[src/rtl/baud_cfg_ctrl.sv]
// rtl/baud_cfg_ctrl.sv - divisor load sequencer for the SPART baud rate generator
module baud_cfg_ctrl #(
    parameter logic [15:0] DIV0       = 16'd2603,
    parameter logic [15:0] DIV1       = 16'd1301,
    parameter logic [15:0] DIV2       = 16'd651,
    parameter logic [15:0] DIV3       = 16'd325,
    parameter int          SETTLE_CYC = 16
) (
    input  logic        clk,
    input  logic        rst,
    input  logic [1:0]  baud_sel,
    input  logic        wr_req,
    input  logic [15:0] wr_div,
    output logic        wr_ack,
    output logic        wr_err,
    output logic        brg_load_high,
    output logic        brg_load_low,
    output logic [7:0]  brg_data,
    output logic        cfg_busy,
    output logic        cfg_done,
    output logic        brg_valid,
    output logic [15:0] cur_div
);

    typedef enum logic [1:0] {IDLE, LOAD_HI, LOAD_LO, SETTLE} state_t;

    localparam logic [4:0] SETTLE_LAST = 5'(SETTLE_CYC - 1);

    state_t      state;
    logic        pend_wr;
    logic        pend_sel;
    logic [15:0] pend_div;
    logic [15:0] work_div;
    logic [1:0]  sel_q;
    logic [4:0]  settle_cnt;
    logic [15:0] sel_div;
    logic [15:0] svc_div;
    logic        wr_ok;

    always_comb begin
        sel_div = DIV0;
        case (sel_q)
            2'd0:    sel_div = DIV0;
            2'd1:    sel_div = DIV1;
            2'd2:    sel_div = DIV2;
            default: sel_div = DIV3;
        endcase
    end

    // Host writes win over switch changes; the loser stays pending.
    assign svc_div = pend_wr ? pend_div : sel_div;
    assign wr_ok   = (wr_div >= 16'd2);

    always_ff @(posedge clk) begin
        if (rst) begin
            state         <= IDLE;
            pend_wr       <= 1'b0;
            pend_sel      <= 1'b1;
            pend_div      <= '0;
            work_div      <= '0;
            sel_q         <= baud_sel;
            settle_cnt    <= '0;
            wr_ack        <= 1'b0;
            wr_err        <= 1'b0;
            brg_load_high <= 1'b0;
            brg_load_low  <= 1'b0;
            brg_data      <= '0;
            cfg_busy      <= 1'b0;
            cfg_done      <= 1'b0;
            brg_valid     <= 1'b0;
            cur_div       <= 16'h028B;
        end else begin
            wr_ack   <= wr_req && wr_ok;
            wr_err   <= wr_req && !wr_ok;
            cfg_done <= 1'b0;
            case (state)
                IDLE: begin
                    if (pend_wr || pend_sel) begin
                        work_div <= svc_div;
                        if (pend_wr) pend_wr  <= 1'b0;
                        else         pend_sel <= 1'b0;
                        state         <= LOAD_HI;
                        brg_load_high <= 1'b1;
                        brg_data      <= svc_div[15:8];
                        cfg_busy      <= 1'b1;
                        brg_valid     <= 1'b0;
                    end
                end
                LOAD_HI: begin
                    state         <= LOAD_LO;
                    brg_load_high <= 1'b0;
                    brg_load_low  <= 1'b1;
                    brg_data      <= work_div[7:0];
                end
                LOAD_LO: begin
                    state        <= SETTLE;
                    brg_load_low <= 1'b0;
                    brg_data     <= '0;
                    cur_div      <= work_div;
                    settle_cnt   <= '0;
                end
                SETTLE: begin
                    if (settle_cnt == SETTLE_LAST) begin
                        state     <= IDLE;
                        cfg_busy  <= 1'b0;
                        cfg_done  <= 1'b1;
                        brg_valid <= 1'b1;
                    end else begin
                        settle_cnt <= settle_cnt + 5'd1;
                    end
                end
                default: state <= IDLE;
            endcase
            // New requests are recorded last so they win over a same-cycle service clear.
            if (wr_req && wr_ok) begin
                pend_wr  <= 1'b1;
                pend_div <= wr_div;
            end
            if (baud_sel != sel_q) begin
                pend_sel <= 1'b1;
                sel_q    <= baud_sel;
            end
        end
    end

endmodule

[config.mk]
export PLATFORM = sky130hd
export DESIGN_NAME = baud_cfg_ctrl
export DESIGN_NICKNAME = d
export VERILOG_FILES = /design/src/rtl/baud_cfg_ctrl.sv
export SDC_FILE = /design/constraint.sdc
export NUM_CORES = 1
export LEC_CHECK = 0
export CAP_MARGIN = 20
export CELL_PAD_IN_SITES_DETAIL_PLACEMENT = 1
export CELL_PAD_IN_SITES_GLOBAL_PLACEMENT = 1
export CORE_AREA = 2 2 107 109
export DETAILED_ROUTE_END_ITERATION = 8
export DIE_AREA = 0 0 109 111
export GPL_ROUTABILITY_DRIVEN = 0
export GPL_TIMING_DRIVEN = 0
export PLACE_DENSITY = 0.59
export SYNTH_ARGS = -nofsm -noshare
export SYNTH_HDL_FRONTEND = slang
export SYNTH_SLANG_ARGS = --single-unit
export TNS_END_PERCENT = 10
[constraint.sdc]
create_clock -name clk -period 2.1 [get_ports clk]
set_clock_uncertainty 0.2 [all_clocks]
set_input_delay 0.42 -clock clk [delete_from_list [all_inputs] [get_ports clk]]
set_output_delay 0.42 -clock clk [all_outputs]
set_load 0.05 [all_outputs]
=== Word-level counts from Yosys, hierarchy flattened ===
Cells that the tools add are included.

* Output and inout port bits: 31
* Input bits: 21
* Bits in registers: 74
* Word-level logic and storage cells: 76

* Equal/unequal tests: 10
* Bitwise operators: 2
* Magnitude comparators: 1
* Add/sub/neg operators: 1
* Reductions and logical operators: 24
* Mux-type cells: 22

{| class="wikitable"
|+ Operators with widths
! kind !! number
|-
| case mux 12 bit (3 select lines) || 1
|-
| case mux 8 bit (3 select lines) || 1
|-
| >= comparator 16 x 2 -> 1 bit, second input constant || 1
|-
| two-way mux 16 bit || 1
|-
| nonzero test 2 bit || 7
|-
| AND reduction 2 bit || 6
|-
| case mux 5 bit (2 select lines) || 1
|-
| two-way mux 2 bit || 4
|-
| two-way mux 8 bit || 1
|-
| case mux 1 bit (2 select lines) || 4
|-
| case mux 2 bit (4 select lines) || 1
|-
| two-way mux 1 bit || 7
|-
| == test 2 bit, second input constant || 3
|-
| != test 2 bit, second input constant || 3
|-
| AND reduction 3 bit || 2
|-
| adder 5 x 1 -> 5 bit, second input constant || 1
|-
| == test 5 x 4 -> 1 bit, second input constant || 1
|-
| two-way mux 5 bit || 1
|-
| == test 2 x 1 -> 1 bit, second input constant || 2
|-
| logical NOT 2 bit || 2
|-
| OR reduction 2 bit || 2
|-
| nonzero test 3 bit || 1
|-
| logical AND 1 bit || 2
|-
| != test 2 bit || 1
|-
| 3 further kinds || 4
|}

=== Longest topological paths before layout ===
* Depth in word-level cells: 5
* Mapped depth: 7
* Mapped depth without buffers: 6

=== Worst setup path after synthesis ===
No wires, ideal clock.

* Path type: register -> register
* Start point: register settle_cnt[0]
* End point: register settle_cnt[2]
* Data arrival time: 1.505 ns
* Required time: 1.809 ns
* Cell stages (with the launch flop): 7
* Setup time: 0.091 ns
* Buffers on the path: 0
* Clock period less this slack: 1.796 ns
* Setup slack: 0.304 ns
* Cell sequence: dfxtp_1 ha_1 and3_1 ha_1 and2b_1 a21oi_1 a311oi_1

* Longest elaborated chain between the ends: 3
* Elaborated cells between the ends (all ways): 6
* Those cells by class: 1 x add/sub; 2 x eq/ne; 2 x mux; 1 x reduce/logical

{| class="wikitable"
|+ Ends and longest elaborated chain
! what !! line !! RTL
|-
| from (decl) || 35 || <nowiki>logic [4:0] settle_cnt;</nowiki>
|-
| from (signal assigned) || 109 || <nowiki>settle_cnt <= settle_cnt + 5'd1;</nowiki>
|-
| adder 5 x 1 -> 5 bit / == test 5 x 4 -> 1 bit (equally long branches) || 109, 103 ||
|-
| two-way mux 5 bit / != test 2 bit (equally long branches) || - ||
|-
| case mux 5 bit (2 select lines) / AND reduction 2 bit (equally long branches) || - ||
|}

Parallel ways exist; a longest one is shown, timed or not. The select of a mux whose other input is x is not followed.
A chain may end at the register's enable or synchronous reset.

=== Worst setup path after layout ===
* Start point: register wr_ack
* End point: output port wr_ack

{| class="wikitable"
|+ RTL lines
! what !! line !! RTL
|-
| from (decl) || 14 || <nowiki>output logic wr_ack,</nowiki>
|-
| from (signal assigned) || 73 || <nowiki>wr_ack <= wr_req && wr_ok;</nowiki>
|}

No word-level cell between the ends.

==> flow_summary.ini <==
[sta]
fin_crit_ns = 2.054
tightest_slew_ns = 0.6184
rsz0062_at_grt = true
setup-tns-final_ns = 0
hold_viol = 0
slew_viol_final = 0
slew_headroom = 0.5850
timing.fmax_ghz = 0.4869
setup-violations-final = 0
min_period_over_period = 0.9781

[logic_synthesis]
synthFlopType = dfxtp_1
ys_ff_latch = 74
synth_fp_nets = 369
synth_top_cell_area_share = 0.4456
yosys.area.top_type = dfxtp_1
synth_edf_count = 2
post-synth-top-count-cell = dfxtp_1
netlist_area_um2 = 3234
syn_inst = 342
avgSynthCellArea_um2 = 9.457
synth-async-reset-ratio = 0
synthTopCellsByCount = 72 x dfxtp_1, 35 x nand2b_1, 35 x nor2_1, 27 x mux2i_1, 17 x a21oi_1
synth.distinct_cells = 45
ys.warnings.count = 0
ys_seq_area_frac = 0.4642
synth.area.top_cells = dfxtp_1 45%, mux2i_1 8.4%, nand2b_1 6.8%, nor2_1 4.1%, a311oi_1 2.7%

[route]
wirelength_um = 9143
ant_nets = 0
drt-pass1-iter-count = 6
route.detailed.drc = 0
vias_per_cell = 4.871
drt_first_iter_violations = 94
wl_per_cell_um = 16.59
route.vias.total = 2684

[floorplanning]
die-area_um2 = 12100
boundaryPins = 52
core-area_um2 = 11080
start_util = 0.2920
die_y_um = 111
die_w_um = 109
rows = 39

[final_layout]
synthToLayoutAreaGrowth_pct = 31.91
fin_cells = 551
stdcell_area_um2 = 4267
nNetsFinal = 430
drive_gt1_frac = 0.09559
antenna_cells = 0

[cts]
postCtsHoldBufs = 0
cts.path.max_buffers = 2
root_buffer = clkbuf_16
cts_buffers = 9
clkSinkCount = 74
cts_setup_buffers = 0
clkTransAtPathRegs_ns = 0.06
h-tree-depth = 3
cts_tree = done
insertion_delay_ns = 0.34

[grt]
antenna_found_initial = 0
grt_first_pass_wirelength_um = 15060
overflow = 0
track_usage = 0.1635
grt_max_degree = 13
grt_pass1_vias = 2892

[setup_path]
timing_worst_setup_path_type = reg2out
rrSetupSlack_ns = 0.11
cp_cell_sequence = clkdlybuf4s50_1
cp_slowest_cell = clkdlybuf4s50_1
startpoint_type = flip-flop
rr_worst_depth = 6
crit_buf_inv = 1
r2r-start = state[1]
slowest_delay_ns = 0.80
crit_fanout = 1
cpLargestDelayFamily = buffers and inverters
required_ns = 1.48
rr_endpoint = brg_data[5]
endpoint_kind = output pin
cp.arrival_ns = 1.43

[pwr]
power.density_nw_per_um2 = 1368
power_w = 0.005836
vdd_drop_max_mv = 0.5000
p_leak_nw = 1.772

[placement]
placed_cell_area_um2 = 3914
dp.final_hpwl_um = 6855
portBuffers = 50
dp_cells = 535

[status]
outcome = completed

[min_path]
hold_class = reg2reg
min_to = work_div[9]
hp-start = work_div[9]
hold_depth = 2

[flow_run]
maxCapViolCount = 0
layer usage:
metal  track usage  wire length, um
met1        0.2116             4308
met2        0.2634             4348
met3       0.03175              334
met4       0.06752              151
met5             0                0
repair_timing:
item	CTS	global route
hold endpoints to repair	0	0
cloned	0	0
setup endpoints to repair	27	37
gates resized for setup	21	17
power by group:
group,switching (W),total [W],internal (W)
combinational,0.00147,0.00224,0.000767
sequential,0.000201,0.00190,0.00170
clock,0.000591,0.00170,0.00111
stage by stage:
step           utilization  hold slack [ns]  setup slack [ns]
4_1_cts             0.3809           0.2671         0.0003949
3_5_place_dp        0.3533           0.2573          -0.09926
5_1_grt             0.3852           0.3000          -0.01547
6_report            0.3852           0.2599           0.04599
3_3_place_gp        0.3533           0.2542          -0.09424
2_1_floorplan            -           0.2269            0.3043
placed cells by master (no fill, tap or decap), types with 3 or more instances in the layout:
cell type         n
and2_1            3
inv_1             7
buf_2             8
a211oi_1          5
a32oi_1           4
nand2_1           9
a311oi_1         10
clkinv_2          3
clkbuf_16        10
ha_1              5
o21ai_1           4
clkbuf_4          3
clkbuf_1         11
nand3_1          11
dfxtp_1          72
nand3b_1          7
nor4_2            3
a211o_1           5
dlygate4sd2_1    20
a21oi_1          17
clkdlybuf4s50_1  21
dlymetal6s2s_1    9
nor3_1           16
mux2i_1          27
nand2b_1         35
nor2_1           34
nor2b_1           8
o21ai_0           5
state kept, by name (all words and copies together), names as in the netlist, 2 cells and up:
register and flops:
state 2, brg_data 8, cur_div 16, sel_q 2
settle_cnt 5, work_div 16, pend_div 16
cell type report:
type | instances | area (um^2)
plain buffers | 26 | 143.9
multi-input cells | 235 | 1589
inverters | 7 | 26.28
clock inverters | 5 | 75.07
clock buffers | 11 | 254.0
repair buffers | 50 | 498.0
well taps | 143 | 178.9
flip-flops and latches | 74 | 1501
fillers | 1274 | 6810
how the worst max path moves through the flow:
stage,startpoint,end,slack (ns),cells past startpoint
detailed placement,wr_div[4],pend_div[8],-0.1,6
CTS,cur_div[11],cur_div[11],0.0004,1
global placement,wr_div[4],pend_div[10],-0.09,6
floorplan,settle_cnt[0],settle_cnt[2],0.30,6
global route,state[0],work_div[2],-0.02,6
finish,wr_ack,wr_ack,0.05,1
cells by family (layout without fill, tap and decap cells):
logic type	Yosys count	after routing	synth area share
compound gates	61	61	0.1327
xor+xnor	2	2	0.005417
fa+ha+maj	6	6	0.02321
buf+inv	33	99	0.04990
flops	74	74	0.4642
mux	28	28	0.08704
simple gates	138	138	0.2375
No activity file was read; power rests on OpenSTA's default activity.
